==> src/rtl/axi_lite_pkg.sv <==
// Shared response codes, slave select indices and FSM state encodings for the LSU crossbar.
package axi_lite_pkg;

  localparam logic [1:0] RESP_OKAY   = 2'b00;
  localparam logic [1:0] RESP_DECERR = 2'b11;

  localparam logic [1:0] SEL_MEM   = 2'd0;
  localparam logic [1:0] SEL_UART  = 2'd1;
  localparam logic [1:0] SEL_CLINT = 2'd2;
  localparam logic [1:0] SEL_ERR   = 2'd3;

  typedef enum logic [1:0] {R_IDLE, R_ADDR, R_DATA, R_ERR} rd_state_t;
  typedef enum logic [1:0] {W_IDLE, W_ADDR, W_RESP, W_ERR} wr_state_t;

endpackage

==> src/rtl/xbar_addr_decode.sv <==
// Combinational address decoder: maps a 32-bit address to a slave select, CLINT > UART > MEM.
module xbar_addr_decode
  import axi_lite_pkg::*;
#(
  parameter logic [31:0] MEM_BASE   = 32'h8000_0000,
  parameter logic [31:0] MEM_SIZE   = 32'h0800_0000,
  parameter logic [31:0] UART_BASE  = 32'ha000_03f8,
  parameter logic [31:0] UART_SIZE  = 32'h0000_0008,
  parameter logic [31:0] CLINT_BASE = 32'ha000_0048,
  parameter logic [31:0] CLINT_SIZE = 32'h0000_0008
) (
  input  logic [31:0] addr,
  output logic [1:0]  sel
);

  logic hit_mem, hit_uart, hit_clint;

  // Wrapping subtraction makes addresses below a base land far above its size.
  assign hit_mem   = (addr - MEM_BASE)   < MEM_SIZE;
  assign hit_uart  = (addr - UART_BASE)  < UART_SIZE;
  assign hit_clint = (addr - CLINT_BASE) < CLINT_SIZE;

  always_comb begin
    sel = SEL_ERR;
    if (hit_clint)     sel = SEL_CLINT;
    else if (hit_uart) sel = SEL_UART;
    else if (hit_mem)  sel = SEL_MEM;
  end

endmodule

==> src/rtl/axi_lite_xbar_1to3.sv <==
// AXI4-Lite 1-to-3 crossbar (MEM/UART/CLINT), one outstanding read and one outstanding write,
// unmapped accesses answered internally with DECERR; busy directions hold the master off via ready=0.
module axi_lite_xbar_1to3
  import axi_lite_pkg::*;
#(
  parameter logic [31:0] MEM_BASE   = 32'h8000_0000,
  parameter logic [31:0] MEM_SIZE   = 32'h0800_0000,
  parameter logic [31:0] UART_BASE  = 32'ha000_03f8,
  parameter logic [31:0] UART_SIZE  = 32'h0000_0008,
  parameter logic [31:0] CLINT_BASE = 32'ha000_0048,
  parameter logic [31:0] CLINT_SIZE = 32'h0000_0008
) (
  input  logic        clk,
  input  logic        rst,
  input  logic [31:0] araddr,
  input  logic        arvalid,
  output logic        arready,
  output logic [31:0] rdata,
  output logic [1:0]  rresp,
  output logic        rvalid,
  input  logic        rready,
  input  logic [31:0] awaddr,
  input  logic        awvalid,
  output logic        awready,
  input  logic [31:0] wdata,
  input  logic [3:0]  wstrb,
  input  logic        wvalid,
  output logic        wready,
  output logic [1:0]  bresp,
  output logic        bvalid,
  input  logic        bready,
  output logic [31:0] s_araddr,
  output logic [2:0]  s_arvalid,
  input  logic [2:0]  s_arready,
  input  logic [95:0] s_rdata,
  input  logic [5:0]  s_rresp,
  input  logic [2:0]  s_rvalid,
  output logic [2:0]  s_rready,
  output logic [31:0] s_awaddr,
  output logic [31:0] s_wdata,
  output logic [3:0]  s_wstrb,
  output logic [2:0]  s_awvalid,
  input  logic [2:0]  s_awready,
  output logic [2:0]  s_wvalid,
  input  logic [2:0]  s_wready,
  input  logic [5:0]  s_bresp,
  input  logic [2:0]  s_bvalid,
  output logic [2:0]  s_bready
);

  rd_state_t   r_state, r_state_nxt;
  wr_state_t   w_state, w_state_nxt;
  logic [1:0]  ar_dec, aw_dec, r_sel, w_sel, w_sel_now;
  logic [2:0]  r_oh, w_oh;
  logic [31:0] sel_rdata;
  logic [1:0]  sel_rresp, sel_bresp;
  logic        sel_rvalid, sel_bvalid, sel_awready, sel_wready;
  logic        aw_got, w_got, aw_done, w_done, aw_hs, w_hs;

  xbar_addr_decode #(
    .MEM_BASE(MEM_BASE), .MEM_SIZE(MEM_SIZE), .UART_BASE(UART_BASE),
    .UART_SIZE(UART_SIZE), .CLINT_BASE(CLINT_BASE), .CLINT_SIZE(CLINT_SIZE)
  ) u_rd_dec (.addr(araddr), .sel(ar_dec));

  xbar_addr_decode #(
    .MEM_BASE(MEM_BASE), .MEM_SIZE(MEM_SIZE), .UART_BASE(UART_BASE),
    .UART_SIZE(UART_SIZE), .CLINT_BASE(CLINT_BASE), .CLINT_SIZE(CLINT_SIZE)
  ) u_wr_dec (.addr(awaddr), .sel(aw_dec));

  // SEL_ERR yields an all-zero one-hot, so no slave is ever driven for it.
  assign r_oh = {r_sel == SEL_CLINT, r_sel == SEL_UART, r_sel == SEL_MEM};
  assign w_oh = {w_sel == SEL_CLINT, w_sel == SEL_UART, w_sel == SEL_MEM};

  assign sel_rvalid  = |(s_rvalid & r_oh);
  assign sel_bvalid  = |(s_bvalid & w_oh);
  assign sel_awready = |(s_awready & w_oh);
  assign sel_wready  = |(s_wready & w_oh);

  always_comb begin
    sel_rdata = '0;
    sel_rresp = '0;
    sel_bresp = '0;
    for (int i = 0; i < 3; i++) begin
      sel_rdata = sel_rdata | (s_rdata[32*i +: 32] & {32{r_oh[i]}});
      sel_rresp = sel_rresp | (s_rresp[2*i +: 2] & {2{r_oh[i]}});
      sel_bresp = sel_bresp | (s_bresp[2*i +: 2] & {2{w_oh[i]}});
    end
  end

  always_ff @(posedge clk) begin
    if (rst) begin
      r_state  <= R_IDLE;
      r_sel    <= SEL_ERR;
      s_araddr <= '0;
    end else begin
      r_state <= r_state_nxt;
      if (r_state == R_IDLE && arvalid) begin
        s_araddr <= araddr;
        r_sel    <= ar_dec;
      end
    end
  end

  always_comb begin
    r_state_nxt = r_state;
    arready     = 1'b0;
    s_arvalid   = '0;
    s_rready    = '0;
    rvalid      = 1'b0;
    rdata       = '0;
    rresp       = RESP_OKAY;
    case (r_state)
      R_IDLE: begin
        arready = 1'b1;
        if (arvalid) r_state_nxt = (ar_dec == SEL_ERR) ? R_ERR : R_ADDR;
      end
      R_ADDR: begin
        s_arvalid = r_oh;
        if (|(s_arready & r_oh)) r_state_nxt = R_DATA;
      end
      R_DATA: begin
        rvalid   = sel_rvalid;
        rdata    = sel_rdata;
        rresp    = sel_rresp;
        s_rready = r_oh & {3{rready}};
        if (sel_rvalid && rready) r_state_nxt = R_IDLE;
      end
      R_ERR: begin
        rvalid = 1'b1;
        rresp  = RESP_DECERR;
        if (rready) r_state_nxt = R_IDLE;
      end
      default: r_state_nxt = R_IDLE;
    endcase
  end

  assign aw_hs     = awvalid && awready;
  assign w_hs      = wvalid && wready;
  // AW may be captured in the same cycle the pair completes, so take its decode directly then.
  assign w_sel_now = aw_got ? w_sel : aw_dec;

  always_ff @(posedge clk) begin
    if (rst) begin
      w_state  <= W_IDLE;
      w_sel    <= SEL_ERR;
      aw_got   <= 1'b0;
      w_got    <= 1'b0;
      aw_done  <= 1'b0;
      w_done   <= 1'b0;
      s_awaddr <= '0;
      s_wdata  <= '0;
      s_wstrb  <= '0;
    end else begin
      w_state <= w_state_nxt;
      if (aw_hs) begin
        aw_got   <= 1'b1;
        s_awaddr <= awaddr;
        w_sel    <= aw_dec;
      end
      if (w_hs) begin
        w_got   <= 1'b1;
        s_wdata <= wdata;
        s_wstrb <= wstrb;
      end
      if (w_state == W_ADDR) begin
        if (sel_awready) aw_done <= 1'b1;
        if (sel_wready)  w_done  <= 1'b1;
      end
      if ((w_state == W_RESP || w_state == W_ERR) && w_state_nxt == W_IDLE) begin
        aw_got  <= 1'b0;
        w_got   <= 1'b0;
        aw_done <= 1'b0;
        w_done  <= 1'b0;
      end
    end
  end

  always_comb begin
    w_state_nxt = w_state;
    awready     = 1'b0;
    wready      = 1'b0;
    s_awvalid   = '0;
    s_wvalid    = '0;
    s_bready    = '0;
    bvalid      = 1'b0;
    bresp       = RESP_OKAY;
    case (w_state)
      W_IDLE: begin
        awready = !aw_got;
        wready  = !w_got;
        if ((aw_got || aw_hs) && (w_got || w_hs))
          w_state_nxt = (w_sel_now == SEL_ERR) ? W_ERR : W_ADDR;
      end
      W_ADDR: begin
        s_awvalid = w_oh & {3{!aw_done}};
        s_wvalid  = w_oh & {3{!w_done}};
        if ((aw_done || sel_awready) && (w_done || sel_wready)) w_state_nxt = W_RESP;
      end
      W_RESP: begin
        bvalid   = sel_bvalid;
        bresp    = sel_bresp;
        s_bready = w_oh & {3{bready}};
        if (sel_bvalid && bready) w_state_nxt = W_IDLE;
      end
      W_ERR: begin
        bvalid = 1'b1;
        bresp  = RESP_DECERR;
        if (bready) w_state_nxt = W_IDLE;
      end
      default: w_state_nxt = W_IDLE;
    endcase
  end

endmodule

==> config.mk <==
export PLATFORM = sky130hd
export DESIGN_NAME = axi_lite_xbar_1to3
export DESIGN_NICKNAME = d
export VERILOG_FILES = /design/src/rtl/axi_lite_pkg.sv /design/src/rtl/xbar_addr_decode.sv /design/src/rtl/axi_lite_xbar_1to3.sv
export SDC_FILE = /design/constraint.sdc
export NUM_CORES = 1
export LEC_CHECK = 0
export BUFFER_PORTS_ARGS = -buffer_cell sky130_fd_sc_hd__clkbuf_2
export CELL_PAD_IN_SITES_DETAIL_PLACEMENT = 1
export CELL_PAD_IN_SITES_GLOBAL_PLACEMENT = 1
export CORE_MARGIN = 5
export CORE_UTILIZATION = 33
export CTS_BUF_LIST = sky130_fd_sc_hd__clkbuf_8
export DETAILED_ROUTE_END_ITERATION = 16
export GPL_TIMING_DRIVEN = 0
export PLACE_DENSITY = 0.86
export SLEW_MARGIN = 30
export SYNTH_ARGS = -nofsm -noshare
export SYNTH_HDL_FRONTEND = slang
export SYNTH_HIERARCHICAL = 1
export SYNTH_SLANG_ARGS = --single-unit
==> constraint.sdc <==
create_clock -name clk -period 5.26 [get_ports clk]
set_input_delay 0.263 -clock clk [delete_from_list [all_inputs] [get_ports clk]]
set_output_delay 0.263 -clock clk [all_outputs]
set_load 0.05 [all_outputs]
# Word-level counts from Yosys, hierarchy flattened
# Index checks and enable logic that the tools add are counted.
# totals
regBits	112
output_inout_bits	156
# op_classes
add_sub_neg	6
order_cmp	6
n_eq_ne	16
n_mux	32
n_bitwise	24
n_reduce_logical	31
# ops
op	count
$sub A32 B32 Y32 const B	6
$lt A32 B4 Y1 const B	4
$and A32 B32 Y32	3
$lt A32 B28 Y1 const B	2
$or A32 B32 Y32	2
$mux W2	17
$mux W32	1
$and A3 B3 Y3	9
$eq A2 B2 Y1 const B	8
$pmux W2 S4	2
$mux W3	5
$reduce_or A3 Y1	5
$and A2 B2 Y2	6
$logic_not A2 Y1	5
$eq A2 B1 Y1 const B	4
$logic_and A1 B1 Y1	8
$ne A2 B2 Y1 const B	4
$or A2 B2 Y2	4
$pmux W2 S2	2
$logic_or A1 B1 Y1	5
$logic_not A1 Y1	4
$pmux W1 S2	2
$reduce_and A2 Y1	2
$reduce_and A4 Y1	1
other kinds (2)	4

# Longest topological paths before layout
# logic_depth
depth_word	13
depth_mapped	12

# Cells and area by module
# The synthesis kept the hierarchy.
# modules_own_cells
mod	instances	cells_each	area_each_um2	seq_area_each_um2
axi_lite_xbar_1to3	1	702	5123.7	2242.2
xbar_addr_decode	2	121	847.1	0.0

# Worst setup path before layout
# Ideal clock, no wire load.
# synth_path
path_kind	register -> register
startpoint	reg w_got
endpoint	reg s_wdata[10]
setup_time_ns	0.132
arrival_time_ns	2.290
t_required_ns	5.128
setup_slack_ns	2.838
stages_incl_launch_ff	6
n_path_buf	1
path_cell_list	dfxtp_1 > nor3_1 > nand2_1 > clkbuf_1 > nand2_1 > a21oi_1
# synth_between
elab_chain_cells	3
# synth_rtl
item	line_no	rtl
start: declaration	axi_lite_xbar_1to3.sv:58	logic aw_got, w_got, aw_done, w_done, aw_hs, w_hs;
start signal: assignment	axi_lite_xbar_1to3.sv:147	w_got <= 1'b0;
start signal: assignment	axi_lite_xbar_1to3.sv:161	w_got <= 1'b1;
start signal: assignment	axi_lite_xbar_1to3.sv:171	w_got <= 1'b0;
$logic_not A1 Y1	axi_lite_xbar_1to3.sv:190	wready = !w_got;
$mux W1	axi_lite_xbar_1to3.sv:187	case (w_state)
net wready	axi_lite_xbar_1to3.sv:28	output logic wready,
$logic_and A1 B1 Y1	axi_lite_xbar_1to3.sv:138	assign w_hs = wvalid && wready;
end signal: assignment	axi_lite_xbar_1to3.sv:162	s_wdata <= wdata;
end: declaration	axi_lite_xbar_1to3.sv:40	output logic [31:0] s_wdata,
# The timed path passes the listed nets, and every way through them passes these cells.
# A chain may end at the register's enable or synchronous reset.

# Worst setup path after layout
# layout_path
startpoint	reg w_sel[0]
endpoint	out s_awvalid[1]
# layout_between
elab_chain_cells	3
# layout_rtl
item	line_no	rtl
start: declaration	axi_lite_xbar_1to3.sv:53	logic [1:0] ar_dec, aw_dec, r_sel, w_sel, w_sel_now;
start signal: assignment	axi_lite_xbar_1to3.sv:158	w_sel <= aw_dec;
$eq A2 B1 Y1	axi_lite_xbar_1to3.sv:72	assign w_oh = {w_sel == SEL_CLINT, w_sel == SEL_UART, w_sel == SEL_MEM};
$and A3 B3 Y3	axi_lite_xbar_1to3.sv:195	s_awvalid = w_oh & {3{!aw_done}};
$mux W3	axi_lite_xbar_1to3.sv:187	
end: declaration	axi_lite_xbar_1to3.sv:42	output logic [2:0] s_awvalid,
# Every way passes these cells.

==> flow_metrics.py <==
metrics = {
    "hold_path": {
        "whs_endpoint": "s_wdata[25]",
        "hp-class": "input port to register",
        "hp-start": "wdata[25]",
        "hold_depth": 3,
    },
    "critical_path": {
        "worstSetupPathType": "register to primary output",
        "end_kind": "primary output",
        "r2r-start": "w_sel[0]",
        "rrSetupSlack_ns": 3.04,
        "ff2ff_path_depth": 5,
        "path_delay_family": "buffers and inverters",
        "slowest_delay_ns": 0.49,
        "crit_slowest_cell": "dfxtp_1",
        "crit_buf_inv": 2,
        "r2r-end": "w_state[1]",
        "start_kind": "register",
        "arrival_ns": 2.31,
        "crit_required_ns": 5.00,
        "crit_chain": "buf_2 > nand2b_1 > nor3_1 > clkbuf_2",
        "crit_fanout": 10,
    },
    "synthesis": {
        "synthesis.yosys.warnings": 6,
        "synth_top_area_share_pct": 32.89,
        "synth-edff-count": 0,
        "yosys.area.top_type": "dfxtp_1",
        "synth_cells": 944,
        "yosysUniqueCellTypes": 68,
        "synth_fp_nets": 1178,
        "ys_async_sr_fraction_pct": 0,
        "synth_area_sq_um": 6818,
        "synth_area_per_cell_sq_um": 7.222,
        "synthFlopType": "dfxtp_1",
        "synth_area_leaders": "dfxtp_1 33%, nand2_1 13%, a21oi_1 11%, mux2i_1 7.0%, nor2_1 5.8%",
        "ys_ff_latch": 112,
        "yosysSeqAreaShare_pct": 32.89,
    },
    "sta": {
        "grt_setup_unrepaired": "no",
        "worst_pin_slew_ns": 0.8643,
        "hold_violations": 0,
        "layout_min_cycle_time_ns": 2.575,
        "final.setup.tns_ns": 0,
        "drv_slew": 0,
        "min_period_over_period_pct": 48.95,
        "fmax_ghz": 0.3884,
        "setup_viol": 0,
        "fin_skew_ns": 0.01416,
        "slew_headroom_pct": 41.85,
    },
    "clock_tree": {
        "cts_resized": 0,
        "clk_path_buf_depth": 2,
        "cts_tree": "done",
        "holdBufCountCts": 0,
        "clkSinkCount": 112,
        "post_cts_buffers": 0,
        "cts.htree.levels": 3,
        "insertion_delay_ns": 0.39,
        "cts_root_buf": "clkbuf_8",
        "cts_buffers": 9,
        "clkTransAtPathRegs_ns": 0.13,
    },
    "drt": {
        "vias": 8548,
        "routed_wl_mm": 32.57,
        "wire_per_inst_um": 20.07,
        "ant_nets": 0,
        "drc": 0,
        "drt_iter0_drc": 452,
        "first_pass_iters": 5,
        "viasPerCell": 5.267,
    },
    "power_and_ir_drop": {
        "p_leak_nw": 4.383,
        "ir_drop_mv": 0.1737,
        "p_per_area_nw_per_um2": 308.8,
    },
    "die": {
        "die_w_um": 153.7,
        "core_sq_um": 20300,
        "die-area_sq_um": 23630,
        "start_util_pct": 33.59,
        "io_pins": 386,
        "die_y_um": 153.7,
        "std_cell_rows": 52,
    },
    "global_routing": {
        "grt_pass1_wl_mm": 49.11,
        "grt_util_all_layers_pct": 26.05,
        "grt_overflow_total": 0,
        "grt_pass1_vias": 8627,
        "grt_max_degree": 23,
        "grt_antenna_before_repair": 9,
    },
    "placed_design": {
        "dp_hpwl_mm": 27.49,
        "gp_congestion": 0.9397,
        "port_buffers": 384,
        "placed_area_sq_um": 9077,
    },
    "cells_and_area": {
        "area.growth.synth_to_final_pct": 36.48,
        "layout_common_cells": "384 x clkbuf_2, 235 x nand2_1, 149 x a21oi_1",
        "nNetsFinal": 1573,
        "layout_commonest_cell": "clkbuf_2",
        "n_fill_cell": 2754,
        "drive_gt1_share_pct": 35.04,
        "fin_area_sq_um": 9305,
    },
    "run": {
        "maxCapViolCount": 0,
    },
    "run_status": {
        "status": "completed",
    },
}
## cell type report
cell class	count	area, sq um	share of cell area, %
tap	270	337.8	3.630
buffer	60	299.0	3.214
timing repair buffer	384	1922	20.65
sequential	112	2242	24.10
clock buffer	9	123.9	1.331
multi-input combinational	759	4228	45.43
antenna	9	22.52	0.2420
inverter	13	48.80	0.5244
clock inverter	7	81.33	0.8740
## worst min-delay path: stages
cell,delay [ns]
clkbuf_2,0.08
nand2_1,0.04
a21oi_1,0.05
## Yosys cell counts, types with 6 or more instances
cell type	instances
a21oi_1	149
a31oi_1	7
and2_1	7
and3_1	6
buf_2	17
buf_4	10
clkbuf_1	30
dfxtp_1	112
inv_1	13
mux2i_1	48
nand2_1	235
nand2b_1	13
nand3_1	10
nand4_1	10
nor2_1	106
nor2b_1	6
nor3_1	15
nor3_2	11
nor4_1	14
o21ai_0	9
xnor2_1	12
## how the worst max path moves through the flow
stage,from,end,cells after the start
after floorplan,w_got,s_wdata[10],5
after global placement,awaddr[3],w_state[1],12
after detailed placement,awaddr[3],w_state[1],12
after CTS,w_sel[0],s_awvalid[1],4
after global routing,r_sel[1],rdata[21],6
final,w_sel[0],s_awvalid[1],4
## per-layer routing
layer / global-route usage, % / up-vias / wire length [um]
li1: - / 4077 / -
met1: 29.20 / 4107 / 12470
met2: 48.53 / 316 / 17130
met3: 5.621 / 46 / 1973
met4: 8.957 / 2 / 980
met5: 0 / - / 20
## report_power, final
part	switching (mW)	internal (mW)	leakage, nW	total (mW)
Sequential	0.0614	0.951	0.918	1.01
Combinational	0.943	0.360	3.36	1.30
Clock	0.367	0.192	0.103	0.559
Total	1.37	1.50	4.38	2.87
## logic make-up (layout without fill, tap and decap cells)
family	Yosys count	count (layout)	synth area share (%)
simple gates	465	465	31.71
xor+xnor	14	14	1.799
compound gates	228	228	20.72
flops	112	112	32.89
mux	48	48	7.047
other cells	0	9	0
fa+ha+maj	4	4	0.7341
buf+inv	73	473	5.102
## registers in the layout, indices dropped and copies added (netlist names)
register / cells
s_araddr: 32
s_awaddr: 32
s_wdata: 32
s_wstrb: 4
r_sel: 2
r_state: 2
w_sel: 2
w_state: 2
aw_done: 1
aw_got: 1
w_done: 1
w_got: 1
## per-stage QoR
stage	hold slack, ns	util (%)	total power, mW	setup WS, ns	cells
2_1_floorplan	0.3696	-	1.916	2.838	944
3_3_place_gp	0.4413	44.72	2.310	2.478	1598
3_5_place_dp	0.4489	44.72	2.340	2.415	1598
4_1_cts	0.05331	45.73	2.898	2.665	1614
5_1_grt	0.04719	45.83	3.027	2.583	1622
6_report	0.07267	45.84	2.873	2.685	1623
Power figures use the tool's default switching activity.
